--- config.mk ---
export PLATFORM = sky130hd
export DESIGN_NAME = countdown_bcd_timer
export DESIGN_NICKNAME = d
export VERILOG_FILES = /design/src/rtl/countdown_bcd_timer_pkg.sv /design/src/rtl/countdown_bcd_timer_bcd_down_digit.sv /design/src/rtl/countdown_bcd_timer.sv
export SDC_FILE = /design/constraint.sdc
export NUM_CORES = 1
export LEC_CHECK = 0
export BUFFER_PORTS_ARGS = -buffer_cell sky130_fd_sc_hd__buf_4
export CAP_MARGIN = 20
export CORE_UTILIZATION = 50
export DETAILED_ROUTE_END_ITERATION = 8
export MAX_ROUTING_LAYER = met4
export PLACE_DENSITY_LB_ADDON = 0.2
export SYNTH_ARGS = -nofsm -noshare
export SYNTH_HDL_FRONTEND = slang
export SYNTH_SLANG_ARGS = --single-unit
--- constraint.sdc ---
create_clock -name clock -period 3.26 [get_ports clock]
set_clock_uncertainty 0.15 [all_clocks]
set_input_delay 0.652 -clock clock [delete_from_list [all_inputs] [get_ports clock]]
set_output_delay 0.652 -clock clock [all_outputs]
set_load 0.01 [all_outputs]
--- src/rtl/countdown_bcd_timer_pkg.sv ---
// Shared types and constants for the BCD countdown timer.
package countdown_bcd_timer_pkg;

  localparam int unsigned DIGIT_W = 4;

  localparam logic [DIGIT_W-1:0] BCD_MAX  = 4'd9;
  localparam logic [DIGIT_W-1:0] BCD_ZERO = 4'd0;

  typedef enum logic [1:0] {
    ST_IDLE   = 2'd0,
    ST_RUN    = 2'd1,
    ST_PAUSED = 2'd2,
    ST_DONE   = 2'd3
  } state_e;

  // Clamp a non-decimal nibble to 9 so a digit never holds an illegal code.
  function automatic logic [DIGIT_W-1:0] bcd_sanitize(input logic [DIGIT_W-1:0] d);
    return (d > BCD_MAX) ? BCD_MAX : d;
  endfunction

endpackage

--- src/rtl/countdown_bcd_timer_bcd_down_digit.sv ---
// One modulo-10 down-counting BCD digit with parallel load and borrow chain.
module bcd_down_digit
  import countdown_bcd_timer_pkg::*;
(
  input  logic               clock,
  input  logic               reset,
  input  logic               load_i,
  input  logic [DIGIT_W-1:0] load_val_i,
  input  logic               borrow_in_i,
  output logic [DIGIT_W-1:0] digit_o,
  output logic               borrow_out_c
);

  logic [DIGIT_W-1:0] digit_q;
  logic [DIGIT_W-1:0] digit_d;

  // Next digit value: load wins, otherwise decrement with 0 -> 9 wrap.
  always_comb begin
    digit_d = digit_q;
    if (load_i) begin
      digit_d = load_val_i;
    end else if (borrow_in_i) begin
      digit_d = (digit_q == BCD_ZERO) ? BCD_MAX : (digit_q - 4'd1);
    end
  end

  // Borrow to the next digit when decrementing through zero.
  assign borrow_out_c = borrow_in_i && (digit_q == BCD_ZERO);

  // Digit register, updated on the falling clock edge.
  always_ff @(negedge clock or negedge reset) begin
    if (!reset) begin
      digit_q <= BCD_ZERO;
    end else begin
      digit_q <= digit_d;
    end
  end

  assign digit_o = digit_q;

endmodule

--- src/rtl/countdown_bcd_timer.sv ---
// Cascaded BCD countdown timer with load, start/pause control and done flag.
module countdown_bcd_timer
  import countdown_bcd_timer_pkg::*;
#(
  parameter int unsigned DIGITS = 2
) (
  input  logic                      clock,
  input  logic                      reset,
  input  logic                      load,
  input  logic [DIGIT_W*DIGITS-1:0] load_value,
  input  logic                      start,
  input  logic                      pause,
  input  logic                      tick,
  output logic [DIGIT_W*DIGITS-1:0] Q,
  output logic                      running,
  output logic                      done
);

  localparam int unsigned QW = DIGIT_W * DIGITS;

  state_e          state_q;
  state_e          state_d;
  logic            running_q;
  logic            running_d;
  logic            done_q;
  logic            done_d;

  logic [QW-1:0]   q_c;
  logic [QW-1:0]   load_san_c;
  logic            is_zero_c;
  logic            is_one_c;
  logic            dec_c;
  logic [DIGITS:0] borrow_c;

  // Clamp every loaded digit into the 0..9 range.
  always_comb begin
    load_san_c = '0;
    for (int unsigned i = 0; i < DIGITS; i++) begin
      load_san_c[i*DIGIT_W +: DIGIT_W] = bcd_sanitize(load_value[i*DIGIT_W +: DIGIT_W]);
    end
  end

  assign is_zero_c = (q_c == '0);
  assign is_one_c  = (q_c == QW'(1));

  // Decrement only in RUN on a tick that is not overridden by load or pause.
  assign dec_c = (state_q == ST_RUN) && !load && !pause && tick && !is_zero_c;

  assign borrow_c[0] = dec_c;

  for (genvar g = 0; g < DIGITS; g++) begin : g_digit
    bcd_down_digit u_digit (
      .clock        (clock),
      .reset        (reset),
      .load_i       (load),
      .load_val_i   (load_san_c[g*DIGIT_W +: DIGIT_W]),
      .borrow_in_i  (borrow_c[g]),
      .digit_o      (q_c[g*DIGIT_W +: DIGIT_W]),
      .borrow_out_c (borrow_c[g+1])
    );
  end

  // The counter must never borrow out of the top digit (no wrap below zero).
  no_underflow_a : assert property (@(negedge clock) disable iff (!reset) !borrow_c[DIGITS]);

  // State register plus registered status flags.
  always_ff @(negedge clock or negedge reset) begin
    if (!reset) begin
      state_q   <= ST_IDLE;
      running_q <= 1'b0;
      done_q    <= 1'b0;
    end else begin
      state_q   <= state_d;
      running_q <= running_d;
      done_q    <= done_d;
    end
  end

  // Next-state logic; load overrides everything, pause beats start in RUN.
  always_comb begin
    state_d = state_q;
    if (load) begin
      state_d = ST_IDLE;
    end else begin
      case (state_q)
        ST_IDLE: begin
          if (start) state_d = is_zero_c ? ST_DONE : ST_RUN;
        end
        ST_RUN: begin
          if (pause)                 state_d = ST_PAUSED;
          else if (tick && is_one_c) state_d = ST_DONE;
        end
        ST_PAUSED: begin
          if (start) state_d = ST_RUN;
        end
        ST_DONE: begin
          state_d = ST_DONE;
        end
        default: begin
          state_d = ST_IDLE;
        end
      endcase
    end
  end

  // Status flags follow the state being entered so they line up with Q.
  always_comb begin
    running_d = (state_d == ST_RUN);
    done_d    = (state_d == ST_DONE);
  end

  assign Q       = q_c;
  assign running = running_q;
  assign done    = done_q;

endmodule

==> flow_summary.rst <==
.. list-table::
   :header-rows: 1

   * - Metric
     - Value
   * - Fillcell total
     - 81
   * - Quantity of I/O buffers inserted on ports
     - 23
   * - Largest area contributor in the netlist
     - dfrtn_1
   * - Routed vias/inst
     - 5.764
   * - Number of top-level pins
     - 24
   * - Final slew viol count
     - 0
   * - Number of nets produced by synthesis
     - 87
   * - Remaining routing DRC violations
     - 0
   * - Number of optimization iterations in the first detailed-route pass
     - 4
   * - Cell types with the largest area share after synthesis
     - dfrtn_1, o21ai_1, mux2i_1, nand3b_1, nor2_1
   * - Total die area
     - 1547 um^2
   * - Capturing element type of the critical path
     - flop
   * - Final Setup Violations
     - 2
   * - Most frequently used cell type in the post-synthesis netlist
     - dfrtn_1
   * - Top-area cell type share of the netlist area
     - 0.4309
   * - Arrival time at the worst endpoint
     - 1620 ps
   * - Kind of critical path
     - in -> reg
   * - Max-slew headroom at the worst pin
     - 0.6034
   * - CTS Root Buffer Type
     - clkbuf_4
   * - GP Congestion
     - 0.8224
   * - Antenna-violating nets left
     - 0
   * - Utilization after layout
     - 0.8115
   * - Vertical die dimension
     - 39.34 um
   * - Violations in the final reports
     - negative setup slack
   * - Outcome
     - finished with violations
   * - Logic pwr share
     - 0.330
   * - Later-pin clock latency in the skew report
     - 270 ps
   * - Site row count
     - 13
   * - Violation count after the first detailed-routing iteration
     - 14
   * - Initial core utilization
     - 0.5356
   * - Final HPWL DP
     - 1272 um
   * - Proportion of synthesized chip area in sequential cells
     - 0.4309
   * - Sequential share of power
     - 0.446
   * - Floorplan core area
     - 1301 um^2
   * - Crit path launch type
     - input pin
   * - Total global routing overflow
     - 0
   * - Post-CTS Hold Fix Bufs
     - 0
   * - Number of hold violations in the final report
     - 0
   * - Power Internal
     - 274.0 uW
   * - Maximum net fanout on the critical path
     - 9
   * - Area of the mapped netlist
     - 696.9 um^2
   * - Chip Width
     - 39.34 um
   * - CTS tree
     - yes
   * - Switching part of the total power
     - 0.2928
   * - Clock H-tree levels
     - 1
   * - Number of warnings printed during yosys synthesis
     - 0
   * - ANT cells
     - 0
   * - Number of clock sinks
     - 12
   * - Psw
     - 113.4 uW
   * - Area used by sequential logic in the layout
     - 300.3 um^2
   * - Number of flip-flops and latches in the synthesized netlist
     - 12
   * - Worst-case clock buffer depth
     - 2
   * - Number of distinct library cells after synthesis
     - 31
   * - Slew @ Worst Pin
     - 590.0 ps
   * - Final net count
     - 128
   * - Overall Power
     - 387.4 uW
   * - Clock slew at reported path FFs
     - 50 ps
   * - Fin Hold WS
     - 481.3 ps
   * - Inserted Clock Buffers
     - 3
   * - RSZ-0062 raised after global routing
     - true
   * - Power density normalized to cell area
     - 366.9 nW/um^2
   * - Relative area change from synthesis to final layout
     - 51.53%
   * - Routed wirelength normalized by instance count
     - 13.74 um
   * - WL final
     - 1745 um
   * - Total via count after detailed routing
     - 732
   * - Share of final-layout standard cells stronger than drive strength 1
     - 0.4464
   * - Mapped Avg Cell Area
     - 9.547 um^2
   * - Worst hold-check path type
     - reg -> reg
   * - Worst-case setup margin in the final layout
     - -18.17 ps
   * - Number of enable-type register cells in the synthesized netlist
     - 0
   * - Synth top cells by count
     - dfrtn_1, nor2_1, o21ai_1, a21oi_1, nand3b_1
   * - Proportion of synthesized flip-flops having asynchronous set or reset
     - 1.000
   * - Maximum number of pins on one net before global-route repair
     - 13
   * - Total global routing track utilization
     - 0.2617
   * - Instance count of the mapped netlist
     - 73
   * - Top flip-flop cell by instance count after synthesis
     - dfrtn_1
   * - Leakage power total
     - 0.0004768 uW
   * - Clock group share of total power
     - 0.224
   * - Initial antenna violation count
     - 0
   * - First-pass GRT wire length
     - 2587 um
   * - Worst vdd rail ir drop
     - 257.1 uV
   * - Max-cap check violation count
     - 0
   * - Required time at the endpoint of the critical path
     - 1600 ps
   * - Multi-input gate area in the final layout
     - 391.6 um^2
   * - Vias in the first global route
     - 663
==> power by group through the flow <==
| stage | clock network (uW) | logic [uW] | registers, uW |
|---|---|---|---|
| global placement | 0 | 108 | 175 |
| CTS | 89.4 | 120 | 171 |
| detailed placement | 0 | 111 | 176 |
| floorplan | 0 | 40.0 | 188 |
| global route | 98.3 | 139 | 174 |
| finish | 86.7 | 128 | 173 |
==> registers in the layout, indices dropped and copies added (netlist names) <==
name,flops
state_q,2
running,1
g_digit.u_digit.digit_o,8
done,1
==> cell usage in the layout (no fill, tap or decap), types with 2 or more instances in the layout <==
master,count
a21oi_1,4
buf_4,34
buf_6,5
clkbuf_4,3
dfrtn_1,12
inv_1,3
mux2i_1,3
nand3b_1,4
nor2_1,7
nor2b_1,2
nor3_1,2
o21a_1,2
o21ai_0,3
o21ai_1,7
==> worst paths after layout <==
| kind | start | to | slack (ps) | cells past startpoint |
|---|---|---|---|---|
| max | pause | g_digit[1].u_digit.digit_o[3] | -20 | 6 |
| min | g_digit[1].u_digit.digit_o[3] | g_digit[1].u_digit.digit_o[3] | 480 | 3 |
| max reg2reg | g_digit[0].u_digit.digit_o[1] | g_digit[1].u_digit.digit_o[2] | 1210 | 6 |
| min reg2reg | g_digit[1].u_digit.digit_o[3] | g_digit[1].u_digit.digit_o[3] | 480 | 3 |
| max in group asynchronous | reset | g_digit[1].u_digit.digit_o[0] | 1190 | 1 |
| min in group asynchronous | reset | running | 1570 | 1 |
==> critical path, cell delays in order <==
cell and delay (ps):
buf_6 90, nand4bb_1 190, buf_6 160, or2_4 240, o41ai_2 190, o21ai_1 80
==> logic make-up (layout without fill, tap and decap cells) <==
kind of cell	count (synthesis)	count (layout)	share of synthesized area
and+or+nand+nor	28	28	0.2603
AOI/OAI and AO/OA	23	23	0.2172
DFF	12	12	0.4309
buffers and inverters	6	45	0.03231
muxes	4	4	0.05925
==> through the flow <==
stage / setup TNS (ps) / worst slack [ps] / cells / instance area [um^2]
floorplan: -801.1 / -167.6 / 73 / 706.9
global placement: -2060 / -343.5 / 119 / 959.7
detailed placement: -2346 / -355.2 / 119 / 959.7
CTS: -41.07 / -16.30 / 124 / 1020
global route: -308.6 / -53.93 / 127 / 1056
finish: -31.68 / -18.17 / 127 / 1056
==> layout make-up <==
type	count	share of cell area
Timing Repair Buffer	39	0.2950
Multi-Input combinational cell	55	0.3709
Tap cell	15	0.01777
Clock buffer	3	0.02133
Sequential cell	12	0.2844
Inverter	3	0.01066
==> metal layers <==
metal  GRT usage  vias to the layer above  part of all wire
met4     0.07759                        0             0.010
met1      0.2734                      346              0.42
met2      0.5042                       30              0.51
met5           -                        -                 0
li1            -                      352                 -
met3     0.03409                        4             0.057
==> repair_timing <==
item                                    in CTS  in global routing
cloned                                       0                  0
pin swaps                                    0                  0
resized for setup                            4                  4
buffers inserted                             2                  3
endpoints found under the setup margin       7                 14
endpoints found under the hold margin        0                  0
No activity file was read; power rests on OpenSTA's default activity.
